`src/rtl/cpu_controller_if.sv`:
```
// Control and memory bus between the CPU controller and the datapath/memory.
// Memory protocol: mem_addr with mem_cmd=READ in one cycle returns mdata in the
// next cycle; mem_cmd=WRITE is a single-cycle write to mem_addr. There is no
// backpressure: the memory accepts every command in the cycle it is issued.
interface cpu_controller_if;
    logic [15:0] mdata;
    logic [15:0] datapath_out;
    logic [2:0]  readnum;
    logic [2:0]  writenum;
    logic        write;
    logic [3:0]  vsel;
    logic        loada;
    logic        loadb;
    logic        loadc;
    logic        loads;
    logic        asel;
    logic        bsel;
    logic [1:0]  shift;
    logic [1:0]  ALUop;
    logic [15:0] sximm8;
    logic [15:0] sximm5;
    logic [7:0]  PC;
    logic [1:0]  mem_cmd;
    logic [7:0]  mem_addr;
    logic        halted;

    modport master (
        input  mdata, datapath_out,
        output readnum, writenum, write, vsel, loada, loadb, loadc, loads,
               asel, bsel, shift, ALUop, sximm8, sximm5, PC, mem_cmd, mem_addr, halted
    );

    modport slave (
        output mdata, datapath_out,
        input  readnum, writenum, write, vsel, loada, loadb, loadc, loads,
               asel, bsel, shift, ALUop, sximm8, sximm5, PC, mem_cmd, mem_addr, halted
    );
endinterface

```
`src/rtl/cpu_controller.sv`:
```
// Control stage for the 16-bit register/ALU datapath: holds IR, PC and the data
// address, decodes the IR and sequences a Moore FSM that drives every datapath
// control and the single-port memory command/address.
module cpu_controller #(
    parameter logic [7:0] RESET_PC = 8'h00
) (
    input  logic               clk,
    input  logic               reset_n,
    cpu_controller_if.master   bus,
    output logic [4:0]         state_o
);
    typedef enum logic [4:0] {
        S_RST, S_IF1, S_IF2, S_UPDATE_PC, S_DECODE, S_MOV_IMM, S_GET_A, S_GET_B,
        S_ALU, S_WRITE_REG, S_ADDR, S_LOAD_ADDR, S_MEM_RD, S_WB_MEM, S_STR_GETB,
        S_STR_C, S_MEM_WR, S_HALT
    } state_t;

    localparam logic [1:0] CMD_NONE  = 2'b00;
    localparam logic [1:0] CMD_READ  = 2'b01;
    localparam logic [1:0] CMD_WRITE = 2'b10;

    state_t      state_q, state_d;
    logic [7:0]  pc_q, pc_d;
    logic [15:0] ir_q, ir_d;
    logic [7:0]  daddr_q, daddr_d;

    // IR fields and instruction classes
    logic [2:0] opcode, rn, rd, rm;
    logic [1:0] op, sh;
    logic       is_mov_imm, is_mov_reg, is_alu, is_mvn, is_cmp, is_ldr, is_str, is_halt;

    assign opcode = ir_q[15:13];
    assign op     = ir_q[12:11];
    assign rn     = ir_q[10:8];
    assign rd     = ir_q[7:5];
    assign sh     = ir_q[4:3];
    assign rm     = ir_q[2:0];

    assign is_mov_imm = (opcode == 3'b110) && (op == 2'b10);
    assign is_mov_reg = (opcode == 3'b110) && (op == 2'b00);
    assign is_alu     = (opcode == 3'b101);
    assign is_mvn     = is_alu && (op == 2'b11);
    assign is_cmp     = is_alu && (op == 2'b01);
    assign is_ldr     = (opcode == 3'b011) && (op == 2'b00);
    assign is_str     = (opcode == 3'b100) && (op == 2'b00);
    assign is_halt    = (opcode == 3'b111) && (op == 2'b00);

    assign state_o = state_q;

    // State register; reset abandons whatever instruction is in flight
    always_ff @(posedge clk) begin
        if (!reset_n) state_q <= S_RST;
        else          state_q <= state_d;
    end

    // Architectural registers: PC, IR and data address
    always_ff @(posedge clk) begin
        if (!reset_n) begin
            pc_q    <= RESET_PC;
            ir_q    <= 16'h0000;
            daddr_q <= 8'h00;
        end else begin
            pc_q    <= pc_d;
            ir_q    <= ir_d;
            daddr_q <= daddr_d;
        end
    end

    // Next values of the architectural registers, each updated in one state only
    always_comb begin
        pc_d    = pc_q;
        ir_d    = ir_q;
        daddr_d = daddr_q;
        if (state_q == S_UPDATE_PC) pc_d = pc_q + 8'd1;
        if (state_q == S_IF2)       ir_d = bus.mdata;
        if (state_q == S_LOAD_ADDR) daddr_d = bus.datapath_out[7:0];
    end

    // Next-state logic; unrecognised encodings fall back to fetch as a NOP
    always_comb begin
        state_d = state_q;
        case (state_q)
            S_RST:       state_d = S_IF1;
            S_IF1:       state_d = S_IF2;
            S_IF2:       state_d = S_UPDATE_PC;
            S_UPDATE_PC: state_d = S_DECODE;
            S_DECODE: begin
                if (is_mov_imm)                state_d = S_MOV_IMM;
                else if (is_mov_reg || is_mvn) state_d = S_GET_B;
                else if (is_alu)               state_d = S_GET_A;
                else if (is_ldr || is_str)     state_d = S_GET_A;
                else if (is_halt)              state_d = S_HALT;
                else                           state_d = S_IF1;
            end
            S_MOV_IMM:   state_d = S_IF1;
            S_GET_A:     state_d = (is_ldr || is_str) ? S_ADDR : S_GET_B;
            S_GET_B:     state_d = S_ALU;
            S_ALU:       state_d = is_cmp ? S_IF1 : S_WRITE_REG;
            S_WRITE_REG: state_d = S_IF1;
            S_ADDR:      state_d = S_LOAD_ADDR;
            S_LOAD_ADDR: state_d = is_ldr ? S_MEM_RD : S_STR_GETB;
            S_MEM_RD:    state_d = S_WB_MEM;
            S_WB_MEM:    state_d = S_IF1;
            S_STR_GETB:  state_d = S_STR_C;
            S_STR_C:     state_d = S_MEM_WR;
            S_MEM_WR:    state_d = S_IF1;
            S_HALT:      state_d = S_HALT;
            default:     state_d = S_RST;
        endcase
    end

    // Moore outputs decoded from state and IR only
    always_comb begin
        bus.readnum  = 3'd0;
        bus.writenum = 3'd0;
        bus.write    = 1'b0;
        bus.vsel     = 4'b0001;
        bus.loada    = 1'b0;
        bus.loadb    = 1'b0;
        bus.loadc    = 1'b0;
        bus.loads    = 1'b0;
        bus.asel     = 1'b0;
        bus.bsel     = 1'b0;
        bus.shift    = 2'b00;
        bus.ALUop    = 2'b00;
        bus.mem_cmd  = CMD_NONE;
        bus.mem_addr = pc_q;
        bus.halted   = 1'b0;
        case (state_q)
            S_IF1, S_IF2: bus.mem_cmd = CMD_READ;
            S_MOV_IMM: begin
                bus.writenum = rn;
                bus.vsel     = 4'b0010;
                bus.write    = 1'b1;
            end
            S_GET_A: begin
                bus.readnum = rn;
                bus.loada   = 1'b1;
            end
            S_GET_B: begin
                bus.readnum = rm;
                bus.loadb   = 1'b1;
            end
            S_ALU: begin
                // MOV reg (op=00) and MVN (op=11) already carry their ALU op in the op field
                bus.asel  = is_mov_reg || is_mvn;
                bus.shift = sh;
                bus.ALUop = op;
                bus.loadc = !is_cmp;
                bus.loads = is_cmp;
            end
            S_WRITE_REG: begin
                bus.writenum = rd;
                bus.write    = 1'b1;
            end
            S_ADDR: begin
                bus.bsel  = 1'b1;
                bus.loadc = 1'b1;
            end
            S_MEM_RD: begin
                bus.mem_addr = daddr_q;
                bus.mem_cmd  = CMD_READ;
            end
            S_WB_MEM: begin
                bus.mem_addr = daddr_q;
                bus.mem_cmd  = CMD_READ;
                bus.writenum = rd;
                bus.vsel     = 4'b0100;
                bus.write    = 1'b1;
            end
            S_STR_GETB: begin
                bus.readnum = rd;
                bus.loadb   = 1'b1;
            end
            S_STR_C: begin
                bus.asel  = 1'b1;
                bus.loadc = 1'b1;
            end
            S_MEM_WR: begin
                bus.mem_addr = daddr_q;
                bus.mem_cmd  = CMD_WRITE;
            end
            S_HALT:  bus.halted = 1'b1;
            default: ;
        endcase
    end

    // Immediates straight from the IR
    assign bus.sximm8 = {{8{ir_q[7]}}, ir_q[7:0]};
    assign bus.sximm5 = {{11{ir_q[4]}}, ir_q[4:0]};
    assign bus.PC     = pc_q;
endmodule
```
`src/flat_wrapper.sv`:
```
// flat-port wrapper written by rule: the top's interface ports become plain ports
module cpu_controller_flat 
#(
    parameter logic [7:0] RESET_PC = 8'h00
)
  (clk, reset_n, state_o, bus_mdata, bus_datapath_out, bus_readnum, bus_writenum, bus_write, bus_vsel, bus_loada, bus_loadb, bus_loadc, bus_loads, bus_asel, bus_bsel, bus_shift, bus_ALUop, bus_sximm8, bus_sximm5, bus_PC, bus_mem_cmd, bus_mem_addr, bus_halted);
  cpu_controller_if bus_i ();
  input  logic clk;
  input  logic reset_n;
  output logic [4:0] state_o;
  input wire logic [$bits(bus_i.mdata)-1:0] bus_mdata;
  input wire logic [$bits(bus_i.datapath_out)-1:0] bus_datapath_out;
  output wire logic [$bits(bus_i.readnum)-1:0] bus_readnum;
  output wire logic [$bits(bus_i.writenum)-1:0] bus_writenum;
  output wire logic [$bits(bus_i.write)-1:0] bus_write;
  output wire logic [$bits(bus_i.vsel)-1:0] bus_vsel;
  output wire logic [$bits(bus_i.loada)-1:0] bus_loada;
  output wire logic [$bits(bus_i.loadb)-1:0] bus_loadb;
  output wire logic [$bits(bus_i.loadc)-1:0] bus_loadc;
  output wire logic [$bits(bus_i.loads)-1:0] bus_loads;
  output wire logic [$bits(bus_i.asel)-1:0] bus_asel;
  output wire logic [$bits(bus_i.bsel)-1:0] bus_bsel;
  output wire logic [$bits(bus_i.shift)-1:0] bus_shift;
  output wire logic [$bits(bus_i.ALUop)-1:0] bus_ALUop;
  output wire logic [$bits(bus_i.sximm8)-1:0] bus_sximm8;
  output wire logic [$bits(bus_i.sximm5)-1:0] bus_sximm5;
  output wire logic [$bits(bus_i.PC)-1:0] bus_PC;
  output wire logic [$bits(bus_i.mem_cmd)-1:0] bus_mem_cmd;
  output wire logic [$bits(bus_i.mem_addr)-1:0] bus_mem_addr;
  output wire logic [$bits(bus_i.halted)-1:0] bus_halted;
  assign bus_i.mdata = bus_mdata;
  assign bus_i.datapath_out = bus_datapath_out;
  assign bus_readnum = bus_i.readnum;
  assign bus_writenum = bus_i.writenum;
  assign bus_write = bus_i.write;
  assign bus_vsel = bus_i.vsel;
  assign bus_loada = bus_i.loada;
  assign bus_loadb = bus_i.loadb;
  assign bus_loadc = bus_i.loadc;
  assign bus_loads = bus_i.loads;
  assign bus_asel = bus_i.asel;
  assign bus_bsel = bus_i.bsel;
  assign bus_shift = bus_i.shift;
  assign bus_ALUop = bus_i.ALUop;
  assign bus_sximm8 = bus_i.sximm8;
  assign bus_sximm5 = bus_i.sximm5;
  assign bus_PC = bus_i.PC;
  assign bus_mem_cmd = bus_i.mem_cmd;
  assign bus_mem_addr = bus_i.mem_addr;
  assign bus_halted = bus_i.halted;
  cpu_controller #(.RESET_PC(RESET_PC)) u_core (.clk(clk), .reset_n(reset_n), .bus(bus_i), .state_o(state_o));
endmodule
```
`config.mk`:
```
export PLATFORM = sky130hd
export DESIGN_NAME = cpu_controller_flat
export DESIGN_NICKNAME = d
export VERILOG_FILES = /design/src/rtl/cpu_controller_if.sv /design/src/rtl/cpu_controller.sv /design/src/flat_wrapper.sv
export SDC_FILE = /design/constraint.sdc
export NUM_CORES = 1
export LEC_CHECK = 0
export CAP_MARGIN = 40
export CORE_MARGIN = 2
export CORE_UTILIZATION = 25
export DETAILED_ROUTE_END_ITERATION = 10
export SYNTH_ARGS = -nofsm -noshare
export SYNTH_HDL_FRONTEND = slang
export SYNTH_SLANG_ARGS = --single-unit
```
`constraint.sdc`:
```
create_clock -name clk -period 4.4 [get_ports clk]
set_input_delay 0.44 -clock clk [delete_from_list [all_inputs] [get_ports clk]]
set_output_delay 0.44 -clock clk [all_outputs]
set_load 0.005 [all_outputs]
```
# == Word level (Yosys, flattened, before mapping) ==
# Index checks and enable logic that the tools add are counted.
# classes
add_sub_neg,1
multipliers,0
div,0
n_lt_le_gt_ge,0
eq_ne,25
n_shift,0
mux,24
n_bitwise,0
n_reduce_logical,19
# op_table
operator,n
one-hot mux 5 bit (14 select lines),1
"== test 5 x 4 -> 1 bit, second input constant",8
2-to-1 mux 5 bit,5
"== test 5 x 3 -> 1 bit, second input constant",4
"== test 3 bit, second input constant",4
one-hot mux 3 bit (2 select lines),2
"== test 5 x 2 -> 1 bit, second input constant",2
"== test 5 bit, second input constant",2
one-hot mux 3 bit (3 select lines),1
"adder 8 x 1 -> 8 bit, second input constant",1
2-to-1 mux 4 bit,2
2-to-1 mux 8 bit,1
logical AND 1 bit,7
2-to-1 mux 1 bit,6
2-to-1 mux 2 bit,3
OR reduction 2 bit,3
OR reduction 3 bit,2
"== test 5 x 1 -> 1 bit, second input constant",1
zero test 5 bit,1
OR reduction 5 bit,1
"== test 2 bit, second input constant",2
one-hot mux 1 bit (2 select lines),2
one-hot mux 2 bit (2 select lines),1
OR reduction 4 bit,1
other kinds (5),6
# totals
register_bits,37
latch_bits,0
ram_bits,0
rom_bits,0
inputBits,34
output_inout_bits,77
elab_cells,73
mem_count,0

# == Longest topological paths before layout ==
# Gate-level depths: netlist of run 1.
# depth
ltp_word,8
ltp_mapped,8
ltp_nobuf,4

# == Worst setup path after synthesis of run 1 ==
# No wires, ideal clock.
# synth_timing
path_kind,reg2out
from,register u_core.state_q[3] (netlist: u_core.state_o[3])
to,output bus_mem_addr[0]
arrival_ns,1.561
required_ns,3.960
setup_slack_ns,2.399
stages_incl_launch_ff,6
path_cell_list,dfxtp_1 > buf_2 > or3b_4 > a2bb2oi_1 > nor2_4 > mux2_2
# synth_via
elab_chain_cells,3
word_cells_on_any_way,5
# synth_rtl
item,line,rtl
from (decl),cpu_controller.sv:22,"state_t state_q, state_d;"
from (signal assigned),cpu_controller.sv:53,else state_q <= state_d;
== test 5 x 4 -> 1 bit or == test 5 bit (tied branches),cpu_controller.sv:129,case (state_q)
OR reduction 3 bit (no line) (*),n/a,
2-to-1 mux 8 bit (*),cpu_controller.sv:129,
to (decl),flat_wrapper.sv:29,output wire logic [$bits(bus_i.mem_addr)-1:0] bus_mem_addr;
# Every way passes the cells marked *; elsewhere a longest branch is shown, timed or not.

# == Worst setup path in the final report of run 1 ==
# layout_timing
from,register u_core.state_q[1] (netlist: u_core.state_o[1])
to,output bus_readnum[0]
# layout_via
elab_chain_cells,2
word_cells_on_any_way,4
# layout_rtl
item,line,rtl
== test 5 x 4 -> 1 bit or == test 5 x 3 -> 1 bit (tied branches),cpu_controller.sv:129,
one-hot mux 3 bit (3 select lines) (*),cpu_controller.sv:129,
to (decl),flat_wrapper.sv:13,output wire logic [$bits(bus_i.readnum)-1:0] bus_readnum;
# Marked as above.

==> results of run 1 <==
[worst min path at each step]
stage          slack, ns  cells past startpoint                      endpoint                         start
3_3_place_gp        0.46                      2   u_core.ir_q[8]$_SDFFE_PN0P_   u_core.ir_q[8]$_SDFFE_PN0P_
6_report            0.48                      2   u_core.ir_q[9]$_SDFFE_PN0P_   u_core.ir_q[9]$_SDFFE_PN0P_
2_1_floorplan       0.45                      2  u_core.ir_q[10]$_SDFFE_PN0P_  u_core.ir_q[10]$_SDFFE_PN0P_
4_1_cts             0.48                      2   u_core.ir_q[8]$_SDFFE_PN0P_   u_core.ir_q[8]$_SDFFE_PN0P_
5_1_grt             0.50                      2  u_core.ir_q[10]$_SDFFE_PN0P_  u_core.ir_q[10]$_SDFFE_PN0P_
3_5_place_dp        0.47                      2   u_core.ir_q[8]$_SDFFE_PN0P_   u_core.ir_q[8]$_SDFFE_PN0P_
[final cells by class]
class | count | area, sq um | share of cell area
flip-flops and latches | 37 | 741 | 0.220
multi-input cells | 218 | 1290 | 0.383
inverters | 7 | 26.3 | 0.00779
well taps | 133 | 166 | 0.0494
repair buffers | 103 | 1050 | 0.310
clock inverters | 1 | 5.00 | 0.00148
clock buffers | 7 | 96.3 | 0.0286
[power by group through the flow]
stage | clock network [W] | registers, W | logic (W)
2_1_floorplan | 0 | 0.000362 | 0.0000995
3_3_place_gp | 0 | 0.000379 | 0.000128
6_report | 0.000269 | 0.000373 | 0.000131
3_5_place_dp | 0 | 0.000380 | 0.000133
5_1_grt | 0.000290 | 0.000376 | 0.000145
4_1_cts | 0.000279 | 0.000372 | 0.000134
[through the flow]
step / cell area [sq um] / cells / setup slack, ns
3_5_place_dp: 3270 / 498 / 1.60
6_report: 3370 / 506 / 1.27
3_3_place_gp: 3240 / 497 / 1.58
5_1_grt: 3370 / 506 / 1.07
4_1_cts: 3370 / 506 / 1.27
2_1_floorplan: 2430 / 316 / 2.40
[worst max-delay path, cell delays in order, from the launching register on]
cell,delay [ns]
dfxtp_1,0.80
or3b_1,0.53
nor2_1,0.37
nand2_1,0.10
nand2_1,0.07
clkdlybuf4s50_1,0.52
[layer usage]
| metal | wire (um) | vias to the layer above | global-route usage |
|---|---|---|---|
| met1 | 2830 | 1063 | 0.154 |
| li1 | - | 1147 | - |
| met4 | 68 | 0 | 0.0338 |
| met2 | 3450 | 74 | 0.233 |
| met3 | 489 | 7 | 0.0353 |
| met5 | 0 | - | 0 |
[cell families (layout without fill, tap and decap cells)]
group | count (synthesis) | after routing | share of synthesized area
muxes | 16 | 16 | 0.0699
adders and majority gates | 2 | 2 | 0.00925
other | 1 | 1 | 0.00154
buffers and inverters | 61 | 118 | 0.165
DFF | 37 | 37 | 0.304
AOI/OAI and AO/OA | 54 | 54 | 0.143
xor gates and xnor gates | 6 | 6 | 0.0216
and+or+nand+nor | 139 | 139 | 0.285
[state kept, by name (all words and copies together) (netlist names)]
register        cells
u_core.state_o      5
u_core.ir_q        16
u_core.daddr_q      8
u_core.bus.PC       8
[cell usage in the layout, fill, tap and decap left out, types with 3 or more instances in the layout]
cell / n
a21oi_1: 24
a22oi_1: 3
a31oi_1: 3
and2_1: 5
clkbuf_8: 7
clkdlybuf4s50_1: 101
dfxtp_1: 37
inv_1: 7
mux2_2: 8
mux2i_1: 8
nand2_1: 50
nand2b_1: 7
nand3_1: 4
nand3b_1: 4
nand4_1: 3
nor2_1: 36
nor2_4: 3
nor2b_1: 6
nor4_1: 4
o21ai_0: 5
o31ai_1: 3
xnor2_1: 3
xor2_1: 3
==> metrics.md, run 1 <==
| Metric | Value |
|---|---|
| Status | finished, final reports clean |
| Clock slew at reported path FFs | 0.07 ns |
| Vias per inst | 4.53 |
| Initial antenna violation count | 0 |
| Reg2Reg Capture Point | u_core.ir_q[15]$_SDFFE_PN0P_ |
| Util after Layout | 0.351 |
| Starting density of the core | 0.254 |
| Site Rows | 36 |
| Combinational power share | 0.170 |
| Worst Setup SP | u_core.state_o[1]$_SDFF_PN0_ |
| Pin count of the biggest net entering global routing | 23 |
| Register-to-Register Path Depth | 4 |
| Antenna Violating Nets Remaining | 0 |
| Insertion delay to the later sink of the worst-skew pair | 0.30 ns |
| Resized cells post-CTS | 0 |
| Top cell type's share of synthesized area | 0.304 |
| 1st-iter DRT viols | 160 |
| Final hold slack | 0.478 ns |
| CP Launch Type | flop |
| GRT Util Overall | 0.130 |
| CTS Root Cell | clkbuf_8 |
| Post-synthesis register bit count | 37 |
| Tcrit/Tclk final | 0.712 |
| Vias post-DR | 2291 |
| Max IR drop VDD | 0.000130 V |
| Worst EP required | 3.96 ns |
| R2R setup slack | 2.24 ns |
| CORE AREA | 0.00959 sq mm |
| Fmax | 319 MHz |
| First-pass GRT wire length | 10800 um |
| Detailed Route WL | 6840 um |
| Most frequent cell after synthesis | nand2_1 |
| Post-CTS setup buffers | 0 |
| Max FO, Critical Path | 21 |
| Gp weighted congestion | 0.778 |
| I/O Pins | 111 |
| CP Data Arrival Time | 2.69 ns |
| Grt ovf | 0 |
| Skew final | 0.00407 ns |
| DP HPWL | 5050 um |
| Remaining DRCs | 0 |
| Final setup violation count | 0 |
| Fraction of layout cells with a size suffix above 1 | 0.0751 |
| Clock sinks | 37 |
| CTS tree | done |
| Prevailing post-synth register cell | dfxtp_1 |
| Post-synthesis async set-or-reset flop share | 0 |
| Part of the power in registers | 0.482 |
| Ant diodes | 0 |
| Design Power | 0.000773 W |
| Final hold violations | 0 |
| Post-Syn Area per Cell | 7.70 sq um |
| Critical path class | reg -> out |
| Worst-case clock buffer depth | 2 |
| HP Class | reg -> reg |
| Post-synth EDFFs | 0 |
| Synth top area cells | dfxtp_1 (30%), buf_4 (10%), nand2_1 (7.7%), nor2_1 (5.6%), a21oi_1 (4.9%) |
| Mapped Cells | 316 |
| Port buffer count | 101 |
| Number of global-route vias before repair | 2156 |
| Synth top cells by count | nand2_1 (50), dfxtp_1 (37), nor2_1 (36), buf_4 (34), a21oi_1 (24) |
| Hold_buf cts | 0 |
| Final Max Tran Viols | 0 |
| Unrepaired setup endpoints after global routing | false |
| NetSw | 0.000208 W |
| DR pass1 iterations | 4 |
| Worst Tran Pin Value | 0.747 ns |
| Fin crit period | 3.13 ns |
| # nets final | 407 |
| Synth cell types | 59 |
| Die height | 103 um |
| Launch point of the worst reg-to-reg path | u_core.state_o[1]$_SDFF_PN0_ |
| Worst relative slew slack | 0.501 |
| Int Pwr | 0.000566 W |
| Yosys warning total | 0 |
| CTS buffer count | 5 |
| Post-Syn Area | 0.00243 sq mm |
| Mapped Nets | 351 |
| Die Width | 103 um |
| Die area | 0.0105 sq mm |
| Area growth syn-to-layout | 38.6% |
| Wirelength per Cell | 13.5 um |
| Max cap viols | 0 |
| Pleak | 1.15 nW |
| Cell Pwr Density | 229 mW/mm^2 |
| Number of fill cells | 1023 |
| Clock power share | 0.348 |
| CP Capture Type | output pin |
| Switching Fraction | 0.268 |
| Setup TNS | 0 ns |
| Crit path to | bus_readnum[0] |
| CTS H-tree lvls | 2 |
| Sequential fraction of the synthesis area | 0.304 |
| Yosys top cell by area | dfxtp_1 |
Power figures use the tool's default switching activity.
==> run 2, diff against run 1 <==
==> constraint.sdc (replaced) <==
create_clock -name clk -period 3.2 [get_ports clk]
set_input_delay 0.32 -clock clk [delete_from_list [all_inputs] [get_ports clk]]
set_output_delay 0.32 -clock clk [all_outputs]
set_load 0.005 [all_outputs]
==> metrics.md, run 2 (synthesis gave the netlist of run 1 again) <==
| Metric | Value |
|---|---|
| Site Rows | 36 |
| Die Width | 103 um |
| CTS tree | done |
| Pin count of the biggest net entering global routing | 23 |
| CORE AREA | 0.00959 sq mm |
| Setup TNS | 0 ns |
| Initial antenna violation count | 0 |
| Final hold slack | 0.478 ns |
| Most frequent cells in the layout | clkdlybuf4s50_1 (101), nand2_1 (50), dfxtp_1 (37) |
| Commonest non-fill, non-tap cell in the layout | clkdlybuf4s50_1 |
| Port buffer count | 101 |
| Die area | 0.0105 sq mm |
| Fraction of layout cells with a size suffix above 1 | 0.0871 |
| Clock sinks | 37 |
| Max cap viols | 0 |
| Status | finished, final reports clean |
| Hold_buf cts | 0 |
| Antenna Violating Nets Remaining | 0 |
| Worst relative slew slack | 0.518 |
| Worst Tran Pin Value | 0.722 ns |
| Fin crit period | 2.61 ns |
| Vias post-DR | 2300 |
| DR pass1 iterations | 4 |
| Unrepaired setup endpoints after global routing | false |
| Worst-case clock buffer depth | 2 |
| # nets final | 413 |
| Starting density of the core | 0.254 |
| Max reg flops | 16 |
| Area growth syn-to-layout | 40.2% |
| Cell Pwr Density | 327 mW/mm^2 |
| Largest Register | u_core.ir_q |
| Final setup violation count | 0 |
| Critical path class | reg -> out |
| 1st-iter DRT viols | 116 |
| Wirelength per Cell | 13.6 um |
| CTS Root Cell | clkbuf_8 |
| Clock slew at reported path FFs | 0.07 ns |
| Grt ovf | 0 |
| Tcrit/Tclk final | 0.816 |
| DP HPWL | 5220 um |
| Pleak | 1.18 nW |
| Skew final | 0.00721 ns |
| CTS H-tree lvls | 2 |
| Ant diodes | 0 |
| CP Capture Type | output pin |
| Resized cells post-CTS | 0 |
| Max FO, Critical Path | 17 |
| Fmax | 383 MHz |
| GRT Util Overall | 0.132 |
| I/O Pins | 111 |
| Post-CTS setup buffers | 0 |
| Insertion delay to the later sink of the worst-skew pair | 0.29 ns |
| CP Launch Type | flop |
| Worst EP required | 2.88 ns |
| Die height | 103 um |
| CTS buffer count | 5 |
| Number of global-route vias before repair | 2277 |
| Final hold violations | 0 |
| Detailed Route WL | 6940 um |
| CP Data Arrival Time | 2.29 ns |
| Gp weighted congestion | 0.863 |
| Vias per inst | 4.49 |
| First-pass GRT wire length | 11000 um |
| R2R setup slack | 1.36 ns |
| Final Max Tran Viols | 0 |
| Max IR drop VDD | 0.000207 V |
| Remaining DRCs | 0 |
| HP Class | reg -> reg |
run 2: changes by cell type in the layout (fill, tap and decap cells not counted):
cell / delta
clkinv_2: -1
buf_16: -1
clkbuf_8: -1
bufinv_16: +1
clkbuf_1: +1
buf_4: +7
run 2: worst paths after layout:
path | from | end | cells after the start
hold / removal | u_core.ir_q[8]$_SDFFE_PN0P_ | u_core.ir_q[8]$_SDFFE_PN0P_ | 2
hold reg to reg | u_core.ir_q[8]$_SDFFE_PN0P_ | u_core.ir_q[8]$_SDFFE_PN0P_ | 2
setup reg to reg | u_core.state_o[4]$_SDFF_PN0_ | u_core.ir_q[7]$_SDFFE_PN0P_ | 5
setup / recovery | u_core.state_o[4]$_SDFF_PN0_ | bus_readnum[0] | 6
run 2: critical path: stages, from the launching register on:
cell and delay, ns:
dfxtp_1 0.31, buf_4 0.19, or3b_1 0.51, nor2_1 0.31, nand2_1 0.10, nand2_1 0.06
clkdlybuf4s50_1 0.51
run 2: metal layers:
| layer | track usage | vias up | wire (um) |
|---|---|---|---|
| met5 | 0 | - | 0 |
| met1 | 0.155 | 1065 | 3030 |
| met4 | 0.0400 | 0 | 100 |
| li1 | - | 1162 | - |
| met2 | 0.232 | 62 | 3360 |
| met3 | 0.0393 | 11 | 446 |
run 2: area by class of cell:
cell class | count | area (sq um)
fill | 1024 | 6180
multi-input combinational | 218 | 1290
timing repair buffer | 109 | 1070
sequential | 37 | 741
tap | 133 | 166
clock buffer | 7 | 86.3
clock inverter | 1 | 30.0
inverter | 7 | 26.3
run 2: through the flow:
| step | utilization | instance area [sq um] | total power, W | std cells | worst slack, ns |
|---|---|---|---|---|---|
| 4_1_cts | 0.356 | 3410 | 0.00113 | 512 | 0.552 |
| 3_3_place_gp | 0.344 | 3300 | 0.000705 | 504 | 0.895 |
| 5_1_grt | 0.356 | 3410 | 0.00118 | 512 | 0.456 |
| 3_5_place_dp | 0.344 | 3300 | 0.000707 | 504 | 0.880 |
| 6_report | 0.356 | 3410 | 0.00112 | 512 | 0.588 |
| 2_1_floorplan | - | 2430 | 0.000634 | 316 | 1.32 |
run 2: report_power, final:
part           total, W  internal, W  switching (W)  leakage [nW]
registers      0.000500     0.000475      0.0000244         0.300
clock network  0.000422     0.000254       0.000167        0.0585
logic          0.000196     0.000110      0.0000861         0.821
==> run 3, diff against run 2 <==
==> constraint.sdc (replaced) <==
create_clock -name clk -period 2.3 [get_ports clk]
set_input_delay 0.23 -clock clk [delete_from_list [all_inputs] [get_ports clk]]
set_output_delay 0.23 -clock clk [all_outputs]
set_load 0.005 [all_outputs]
==> metrics.md, run 3 (synthesis gave the netlist of run 1 again) <==
| Metric | Value |
|---|---|
| Placed Area | 0.00336 sq mm |
| Insertion delay to the later sink of the worst-skew pair | 0.29 ns |
| Starting density of the core | 0.254 |
| Max reg flops | 16 |
| Critical Path Max Stage Delay | 0.40 ns |
| Critical path cell sequence | or3b_4 -> a2bb2oi_2 -> nor2_4 -> buf_12 -> buf_4 -> mux2_4 -> dlygate4sd2_1 |
| Most frequent cells in the layout | clkdlybuf4s50_1 (88), nand2_1 (50), dfxtp_1 (34) |
| Part of the power in registers | 0.470 |
| Register-to-Register Path Depth | 6 |
| Clock slew at reported path FFs | 0.07 ns |
| Final setup violation count | 0 |
| Pre-CTS WS | 0.120 ns |
| Placed cell count | 512 |
| 1st-iter DRT viols | 114 |
| Max FO, Critical Path | 4 |
| Final hold slack | 0.480 ns |
| Detailed Route WL | 7290 um |
| Final Max Tran Viols | 0 |
| Number of fill cells | 994 |
| CTS buffer count | 5 |
| Worst Tran Pin Value | 0.544 ns |
| Max IR drop VDD | 0.000192 V |
| Fmax | 441 MHz |
| Combinational power share | 0.207 |
| Status | finished, final reports clean |
| Ant diodes | 0 |
| Clock sinks | 37 |
| CORE AREA | 0.00959 sq mm |
| R2R setup slack | 0.47 ns |
| First-pass GRT wire length | 11200 um |
| Remaining DRCs | 0 |
| Clock power share | 0.323 |
| Vias per inst | 4.49 |
| Hold depth | 2 |
| Tcrit/Tclk final | 0.985 |
| Int Pwr | 0.00106 W |
| CP max-delay cell | or3b_4 |
| Gp weighted congestion | 0.830 |
| Wirelength per Cell | 13.9 um |
| Site Rows | 36 |
| Worst relative slew slack | 0.637 |
| Unrepaired setup endpoints after global routing | true |
| Hold_buf cts | 0 |
| Register Area | 747 sq um |
| Port buffer count | 101 |
| Cell Pwr Density | 410 mW/mm^2 |
| HP Class | reg -> reg |
| Area growth syn-to-layout | 46.4% |
| Worst-case clock buffer depth | 2 |
| Cell Count, Final, Fillers Out | 525 |
| CTS Root Cell | clkbuf_8 |
| CTS H-tree lvls | 2 |
| Antenna Violating Nets Remaining | 0 |
| Fraction of layout cells with a size suffix above 1 | 0.171 |
| Setup ws final | 0.0336 ns |
| Max cap viols | 0 |
| CP Launch Type | flop |
| Die height | 103 um |
| Pleak | 1.33 nW |
| Number of global-route vias before repair | 2276 |
| Commonest non-fill, non-tap cell in the layout | clkdlybuf4s50_1 |
| CTS tree | done |
| Vias post-DR | 2358 |
| Grt ovf | 0 |
| DR pass1 iterations | 4 |
| Pin count of the biggest net entering global routing | 33 |
| Initial antenna violation count | 0 |
| Worst EP required | 2.07 ns |
| Setup TNS | 0 ns |
| # nets final | 427 |
| Final hold violations | 0 |
| GRT Util Overall | 0.136 |
| Largest Register | u_core.ir_q |
| Design Area, Final | 0.00356 sq mm |
| Die Width | 103 um |
| Switching Fraction | 0.272 |
| Multi-input gate area | 0.00135 sq mm |
| I/O Pins | 111 |
| DP HPWL | 5310 um |
| Fin crit period | 2.27 ns |
| CP Capture Type | output pin |
| Skew final | 0.00298 ns |
| Critical path class | reg -> out |
| CP Data Arrival Time | 2.04 ns |
| Die area | 0.0105 sq mm |
| NetSw | 0.000397 W |
-- run 3: what timing repair did --
action / in CTS / in global routing
endpoints found under the setup margin: 21 / 21
buffers inserted: 4 / 2
gates resized for setup: 24 / 26
pin swaps: 2 / 3
-- run 3: per-stage QoR --
step	power (W)	utilization
2_1_floorplan	0.000882	-
3_3_place_gp	0.000993	0.350
3_5_place_dp	0.000998	0.350
4_1_cts	0.00148	0.367
5_1_grt	0.00154	0.371
6_report	0.00146	0.371
-- run 3: power by group through the flow --
stage          sequential, W  clock [W]  combinational (W)
2_1_floorplan       0.000692          0           0.000190
3_3_place_gp        0.000699          0           0.000294
3_5_place_dp        0.000700          0           0.000298
4_1_cts             0.000686   0.000491           0.000302
5_1_grt             0.000689   0.000522           0.000331
6_report            0.000686   0.000472           0.000302
-- run 3: routing by layer --
| metal | GRT usage | part of all wire | vias to the layer above |
|---|---|---|---|
| met5 | 0 | 0 | - |
| met4 | 0.0328 | 0.012 | 0 |
| met3 | 0.0393 | 0.059 | 8 |
| met2 | 0.244 | 0.51 | 66 |
| met1 | 0.158 | 0.42 | 1097 |
| li1 | - | - | 1187 |
-- run 3: final timing paths --
path / startpoint / to
max: u_core.state_o[2]$_SDFF_PN0_ / bus_mem_addr[2]
min: u_core.ir_q[8]$_SDFFE_PN0P_ / u_core.ir_q[8]$_SDFFE_PN0P_
max reg2reg: u_core.state_o[4]$_SDFF_PN0_ / u_core.ir_q[2]$_SDFFE_PN0P_
min reg2reg: u_core.ir_q[8]$_SDFFE_PN0P_ / u_core.ir_q[8]$_SDFFE_PN0P_
-- run 3: cell type report --
cell class,instances,area share
Multi-Input combinational cell,218,0.379
Timing Repair Buffer,123,0.332
Sequential cell,37,0.210
Tap cell,133,0.0467
Clock buffer,6,0.0232
Inverter,7,0.00738
Clock inverter,1,0.00211
-- run 3: critical path, delay by kind of cell (launching register included) --
family | cells | cell delay [ns]
AND/OR/NAND/NOR | 2 | 0.50
buffers and inverters | 3 | 0.47
flip-flops | 1 | 0.33
multiplexers | 1 | 0.28
AO/OA/AOI/OAI | 1 | 0.15
